==> src/rtl/piano_note_sequencer.sv <==
// rtl/piano_note_sequencer.sv - buzzer note sequencer: live keys override an autoplay song from ROM
// Optional looping playback: define PIANO_SEQ_LOOP_EN.
module piano_note_sequencer #(
    parameter int BEAT_CYCLES = 25_000_000,
    parameter int GAP_CYCLES  = 2_500_000,
    parameter int ADDR_W      = 6
) (
    input  logic              clk,
    input  logic              rst,
    input  logic [6:0]        keys,
    input  logic              play_start,
    input  logic              play_stop,
    output logic [ADDR_W-1:0] rom_addr,
    input  logic [7:0]        rom_data,
    output logic [3:0]        note,
    output logic              playing,
    output logic              paused,
    output logic              done
);

    localparam int DUR_W = $clog2(15 * BEAT_CYCLES);
    localparam int GAP_W = (GAP_CYCLES > 1) ? $clog2(GAP_CYCLES) : 1;

    typedef enum logic [2:0] {S_IDLE, S_FETCH, S_NOTE, S_GAP, S_DONE} state_t;

    state_t            state, state_nxt;
    logic [ADDR_W-1:0] addr_nxt;
    logic [DUR_W-1:0]  dur_cnt, dur_nxt, dur_load;
    logic [GAP_W-1:0]  gap_cnt, gap_nxt, gap_load;
    logic [3:0]        song_note, song_nxt;
    logic [3:0]        key_note, note_nxt;
    logic              key_hit, paused_nxt, done_nxt;

    assign dur_load = DUR_W'(rom_data[7:4]) * DUR_W'(BEAT_CYCLES) - DUR_W'(1);
    assign gap_load = GAP_W'(GAP_CYCLES - 1);
    assign playing  = (state != S_IDLE);

    always_ff @(posedge clk or posedge rst) begin
        if (rst) begin
            state     <= S_IDLE;
            rom_addr  <= '0;
            dur_cnt   <= '0;
            gap_cnt   <= '0;
            song_note <= '0;
            note      <= '0;
            paused    <= 1'b0;
            done      <= 1'b0;
        end else begin
            state     <= state_nxt;
            rom_addr  <= addr_nxt;
            dur_cnt   <= dur_nxt;
            gap_cnt   <= gap_nxt;
            song_note <= song_nxt;
            note      <= note_nxt;
            paused    <= paused_nxt;
            done      <= done_nxt;
        end
    end

    always_comb begin
        state_nxt = state;
        addr_nxt  = rom_addr;
        dur_nxt   = dur_cnt;
        gap_nxt   = gap_cnt;
        song_nxt  = song_note;
        done_nxt  = 1'b0;
        key_hit   = |keys;
        key_note  = 4'd0;
        // Scan downward so the lowest pressed key is the last one written.
        for (int i = 6; i >= 0; i--) begin
            if (keys[i]) key_note = 4'(i + 1);
        end

        if (play_stop) begin
            state_nxt = S_IDLE;
        end else begin
            case (state)
                S_IDLE: begin
                    if (play_start) begin
                        state_nxt = S_FETCH;
                        addr_nxt  = '0;
                    end
                end
                S_FETCH: begin
                    if (!key_hit) begin
                        if (rom_data[7:4] == 4'd0) begin
                            done_nxt = 1'b1;
`ifdef PIANO_SEQ_LOOP_EN
                            if (rom_addr != '0) begin
                                addr_nxt  = '0;
                                state_nxt = S_FETCH;
                            end else begin
                                state_nxt = S_DONE;
                            end
`else
                            state_nxt = S_DONE;
`endif
                        end else begin
                            dur_nxt   = dur_load;
                            song_nxt  = rom_data[3] ? 4'd0 : rom_data[3:0];
                            state_nxt = S_NOTE;
                        end
                    end
                end
                S_NOTE: begin
                    if (!key_hit) begin
                        if (dur_cnt != '0) begin
                            dur_nxt = dur_cnt - DUR_W'(1);
                        end else if (GAP_CYCLES == 0) begin
                            addr_nxt  = rom_addr + ADDR_W'(1);
                            state_nxt = S_FETCH;
                        end else begin
                            gap_nxt   = gap_load;
                            state_nxt = S_GAP;
                        end
                    end
                end
                S_GAP: begin
                    if (!key_hit) begin
                        if (gap_cnt != '0) begin
                            gap_nxt = gap_cnt - GAP_W'(1);
                        end else begin
                            addr_nxt  = rom_addr + ADDR_W'(1);
                            state_nxt = S_FETCH;
                        end
                    end
                end
                S_DONE:  state_nxt = S_IDLE;
                default: state_nxt = S_IDLE;
            endcase
        end

        if (key_hit)
            note_nxt = key_note;
        else if (state == S_NOTE && !play_stop)
            note_nxt = song_note;
        else
            note_nxt = 4'd0;

        paused_nxt = key_hit && !play_stop &&
                     (state == S_FETCH || state == S_NOTE || state == S_GAP);
    end

endmodule

==> config.mk <==
export PLATFORM = sky130hd
export DESIGN_NAME = piano_note_sequencer
export DESIGN_NICKNAME = d
export VERILOG_FILES = /design/src/rtl/piano_note_sequencer.sv
export SDC_FILE = /design/constraint.sdc
export NUM_CORES = 1
export LEC_CHECK = 0
export ABC_AREA = 1
export CORE_ASPECT_RATIO = 0.7
export CORE_UTILIZATION = 35
export DETAILED_ROUTE_END_ITERATION = 7
export PLACE_DENSITY = 0.64
export SYNTH_ARGS = -nofsm -noshare
export SYNTH_HDL_FRONTEND = slang
export SYNTH_SLANG_ARGS = --single-unit
==> constraint.sdc <==
create_clock -name clk -period 1.9 [get_ports clk]
set_input_delay 0.38 -clock clk [delete_from_list [all_inputs] [get_ports clk]]
set_output_delay 0.38 -clock clk [all_outputs]
set_load 0.02 [all_outputs]
=== Yosys cells after proc, flatten, opt, wreduce, memory -nomap -nowiden ===
Cells that the tools add are included.

* Add/subtract/negate cells: 4
* $mul: 1
* Div/mod/pow operators: 0
* Magnitude comparators: 0
* Eq/ne operators: 18
* Shifts and indexed selects: 0
* Muxes and demuxes: 37
* Bitwise gates (word level): 3
* Reduce and logical (&&, ||, !) cells: 20

{| class="wikitable"
|+ Operator list
! kind !! count
|-
| 29-bit 2-to-1 mux || 4
|-
| 22-bit 2-to-1 mux || 4
|-
| 29-bit one-hot mux with 2 select lines || 1
|-
| 29-bit by 1-bit subtractor with 29-bit output, second input constant || 2
|-
| 22-bit one-hot mux with 2 select lines || 1
|-
| 4-bit 2-to-1 mux || 8
|-
| 3-bit 2-to-1 mux || 10
|-
| 29-bit nonzero test || 1
|-
| 4-bit by 19-bit multiplier with 23-bit output, second input constant || 1
|-
| 22-bit nonzero test || 1
|-
| 22-bit by 1-bit subtractor with 22-bit output, second input constant || 1
|-
| 6-bit 2-to-1 mux || 3
|-
| 2-bit inequality test, second input constant || 9
|-
| 3-bit inequality test, second input constant || 6
|-
| 6-bit AND reduction || 3
|-
| 3-bit one-hot mux with 4 select lines || 1
|-
| 6-bit one-hot mux with 2 select lines || 1
|-
| 7-bit OR reduction || 1
|-
| 6-bit by 1-bit adder with 6-bit output, second input constant || 1
|-
| 3-bit by 2-bit equality test with 1-bit output, second input constant || 2
|-
| 2-bit nonzero test || 3
|-
| 5-bit AND reduction || 1
|-
| 4-bit logical NOT || 1
|-
| 1-bit 2-to-1 mux || 4
|-
| 8 further kinds || 13
|}

* Bits in registers: 70
* Bits in latches: 0
* RAM bits: 0
* Bits in read-only memories: 0
* Input port bits: 19
* Output and inout port bits: 13
* Logic and storage cells: 91
* Memories: 0

=== Longest topological paths before layout ===
* Depth in word-level cells: 8
* Depth in mapped cells: 20
* Mapped depth without buffers: 20

=== Least setup slack after synthesis ===
Ideal clock, no wire load.

* Path type: input to register
* Start: in rom_data[5]
* End: reg dur_cnt[21]
* Arrival time: 3153 ps
* Required time: 1773 ps
* Setup slack: -1380 ps
* Stages: 14
* Path buffers: 0
* Cells stage by stage: fa_1 fa_1 inv_1 fa_1 nand3_1 nor2_1 nand3_1 nor2_1 nand2_1 nor2_1 xor2_1 nand2_1 o211ai_1 o21ai_1

* Cells in the longest elaborated chain, start to end: 5
* Elaborated cells on any way between the ends: 8
* Classes of those cells: add/sub: 1; mul: 1; eq/ne: 1; mux: 3; reduce/logical: 2

{| class="wikitable"
|+ Ends and longest elaborated chain
! element !! line !! RTL
|-
| start: declaration || 14 || <nowiki>input logic [7:0] rom_data,</nowiki>
|-
| 4-bit by 19-bit multiplier with 23-bit output || 34 || <nowiki>assign dur_load = DUR_W'(rom_data[7:4]) * DUR_W'(BEAT_CYCLES) - DUR_W'(1);</nowiki>
|-
| 29-bit by 1-bit subtractor with 29-bit output || 34 ||
|-
| 29-bit 2-to-1 mux || 86 || <nowiki>if (rom_data[7:4] == 4'd0) begin</nowiki>
|-
| 29-bit 2-to-1 mux || 85 || <nowiki>if (!key_hit) begin</nowiki>
|-
| 29-bit one-hot mux with 2 select lines || 77 || <nowiki>case (state)</nowiki>
|-
| end signal: assignment || 51 || <nowiki>dur_cnt <= dur_nxt;</nowiki>
|-
| end: declaration || 28 || <nowiki>logic [DUR_W-1:0] dur_cnt, dur_nxt, dur_load;</nowiki>
|}

Several ways; a longest one is shown, not always the timed one. The select of a mux whose other input is x is not followed.
A chain may end at the register's enable or synchronous reset.

=== Worst setup path after layout ===
* Start: in rom_data[6]
* End: reg dur_cnt[23]

Same word-level chain as after synthesis.

==> flow_summary_export.csv <==
group,metric,value,unit
detailed_routing,drt_wl_total,20600,µm
grt,grtUsageTotal,21.5,%
setup_path,end_kind,"register",
setup_path,cp_max_fo,4,
floorplanning,die_area,18100,µm²
cts,cts_hold_buf,0,
cts,clock_latency,0.33,ns
final_layout,area_growth,61.3,%
timing,rsz0062_at_grt,"yes",
floorplanning,pin_count,32,
floorplanning,chipHeight,113,µm
yosys,avgSynthCellArea,6.67,µm²
yosys,async_flop_share,100,%
setup_path,setup.worst_path.start_class,"input port",
place,gp_routability_congestion,0.958,
status,status,"finished with violations",
floorplanning,core_region_area,17200,µm²
timing,finalHoldViolations,0,
detailed_routing,vias_per_cell,5.03,
timing,holdWs,0.355,ns
place,dp.cells,1371,
timing,timing.final.crit_share,162,%
timing,slew_violations,0,
power,power_density,1260,nW/µm²
yosys,synth-edff-count,0,
final_layout,drive_gt1_share,42.0,%
yosys,syn_area,6150,µm²
timing,setup_viol,52,
setup_path,required,2.14,ns
grt,antenna_found_initial,0,
power,leakagePower,0.00477,µW
cts,cts_made_buffers,9,
detailed_routing,wire_per_inst,14.4,µm
yosys,synth_area_leaders,"dfrtp_1 28%, nand2_1 14%, nor2_1 7.4%",
timing,skew,0.00692,ns
floorplanning,num_rows,40,
detailed_routing,antenna_left,0,
cts,htree_levels,3,
cts,clock-sinks,68,
floorplanning,initial_core_util,35.8,%
place,dp.final_hpwl,14100,µm
detailed_routing,vias,7175,
yosys,synth_fp_nets,979,
yosys,synth_top_area_share,27.7,%
final_layout,diodes,0,
timing,tns,-18.37,ns
cts,tritoncts,"done",
timing,min_period,3.08,ns
timing,max_freq,325,MHz
setup_path,path_class,"input port to register",
detailed_routing,drcViolationCount,0,
grt,grt_pass1_wl,31500,µm
setup_path,rr_startpoint,"dur_cnt[1]",
yosys,yosys_warnings,0,
yosys,yosysMostFrequentCell,"nand2_1",
grt,grt_pass1_vias,6410,
detailed_routing,drtPass1Iterations,6,
yosys,synth_seq_cells,68,
setup_path,arrival,3.32,ns
grt,overflow,0,
final_layout,stdcell_count,1427,
cts,cts_buffer_depth,2,
yosys,synth_flop_cell,"dfrtp_1",
setup_path,critPathLaunch,"rom_data[6]",
yosys,synth.distinct_cells,53,
detailed_routing,drt_iter0_markers,541,
worst_hold_path,hp-class,"input port to asynchronous set/reset pin",
status,failed_checks,"negative setup slack",
final_layout,fillers,1498,
yosys,synth_common_cells,"226 x nand2_1, 122 x nor2_1, 117 x inv_1",
cts,cts.clk_slew.worst_paths,0.05,ns
place,portBuffers,30,
yosys,ys_seq_area_share,27.7,%
grt,grt_max_degree,46,
yosys,syn-instance-count,922,
floorplanning,die_w,160,µm
power,ir_drop,0.734,mV
timing,setup_slack,-1.18,ns
final_layout,layout.nets,1249,
yosys,synth_top_area_cell,"dfrtp_1",
setup_path,r2r_slack,-0.26,ns
cts,cts_root_buf,"clkbuf_16",
job,drv_cap,0,
-- metrics by stage --
| step | util (%) | total power (µW) | worst slack, ns | instance area, µm² |
|---|---|---|---|---|
| after floorplan | - | 5890 | -1.25 | 6180 |
| after global placement | 48.0 | 8640 | -1.88 | 8230 |
| after detailed placement | 48.0 | 8740 | -1.97 | 8230 |
| after CTS | 52.7 | 11100 | -1.15 | 9050 |
| after global routing | 57.8 | 13300 | -1.30 | 9920 |
| final | 57.8 | 12500 | -1.18 | 9920 |
-- path summary, 6_finish.rpt --
check | cells after the start | to
min in group clk | 4 | note[2]
max reg2reg | 12 | dur_cnt[19]
max | 16 | dur_cnt[23]
min | 2 | rom_addr[2]
min reg2reg | 1 | gap_cnt[20]
max in group asynchronous | 3 | state[0]
-- registers in the layout, indices dropped and copies added, names as in the netlist --
name,flops
note,3
state,3
dur_cnt,29
paused,1
song_note,3
rom_addr,6
gap_cnt,22
done,1
-- critical path, stage by stage --
cell	delay, ns
buf_8	0.10
fa_2	0.58
fa_1	0.44
inv_2	0.08
fa_2	0.50
nand3_2	0.10
nor2_1	0.05
nor2_2	0.18
nand3_2	0.11
nor2_4	0.17
nand2_2	0.09
inv_1	0.10
nand4_1	0.10
nand2_1	0.07
nand3_1	0.09
a22oi_1	0.17
-- cell families (layout without fill, tap and decap cells) --
logic type      Yosys count  count (layout)  share of synthesized area [%]
simple gates            504             504                           37.2
buf+inv                 146             420                           9.68
compound gates          139             139                           13.0
flops                    68              68                           27.7
fa+ha+maj                38              38                           8.71
xor+xnor                 26              26                           3.70
other cells               1               1                         0.0610
-- report_power, final --
| part | internal, µW | switching [µW] |
|---|---|---|
| Clock | 1040 | 598 |
| Combinational | 3900 | 4610 |
| Sequential | 1950 | 354 |
-- cells in the final DEF (no fill, tap or decap), types with 5 or more instances in the layout --
cell type / n
buf_4: 214
nand2_1: 173
inv_1: 99
nor2_1: 88
dfrtp_1: 67
nand3_1: 58
nand2_2: 50
nor2_2: 28
nor2_4: 28
a21oi_1: 27
inv_2: 26
o21ai_1: 23
buf_6: 23
o21ai_0: 22
clkdlybuf4s50_1: 19
ha_1: 17
o21ai_2: 16
nand4_1: 16
xor2_1: 15
nand3_2: 14
nand2_4: 13
a21oi_2: 12
ha_4: 11
clkbuf_16: 11
xnor2_1: 10
nor3_1: 8
nor4_1: 7
fa_1: 6
dlymetal6s2s_1: 6
nand3_4: 5
-- timing repair --
item / 4_1_cts / 5_1_grt
pin swaps: 38 / 56
resized for setup: 126 / 181
gates cloned: 3 / 3
setup endpoints to repair: 61 / 61
buffers inserted: 15 / 25
-- routing by layer --
metal / wire length (µm) / GRT usage, %
met1: 10200 / 33.8
met2: 8960 / 30.7
met3: 1360 / 3.85
met4: 119 / 2.54
met5: 0 / 0
-- area by class of cell --
class	count	area, µm²	share of cell area [%]
Clock buffer	13	250	2.52
Clock inverter	2	35.0	0.353
Inverter	130	505	5.10
Multi-Input combinational cell	708	4750	47.9
Sequential cell	68	1700	17.2
Tap cell	231	289	2.91
Timing Repair Buffer	275	2380	24.0
Power figures use the tool's default switching activity.
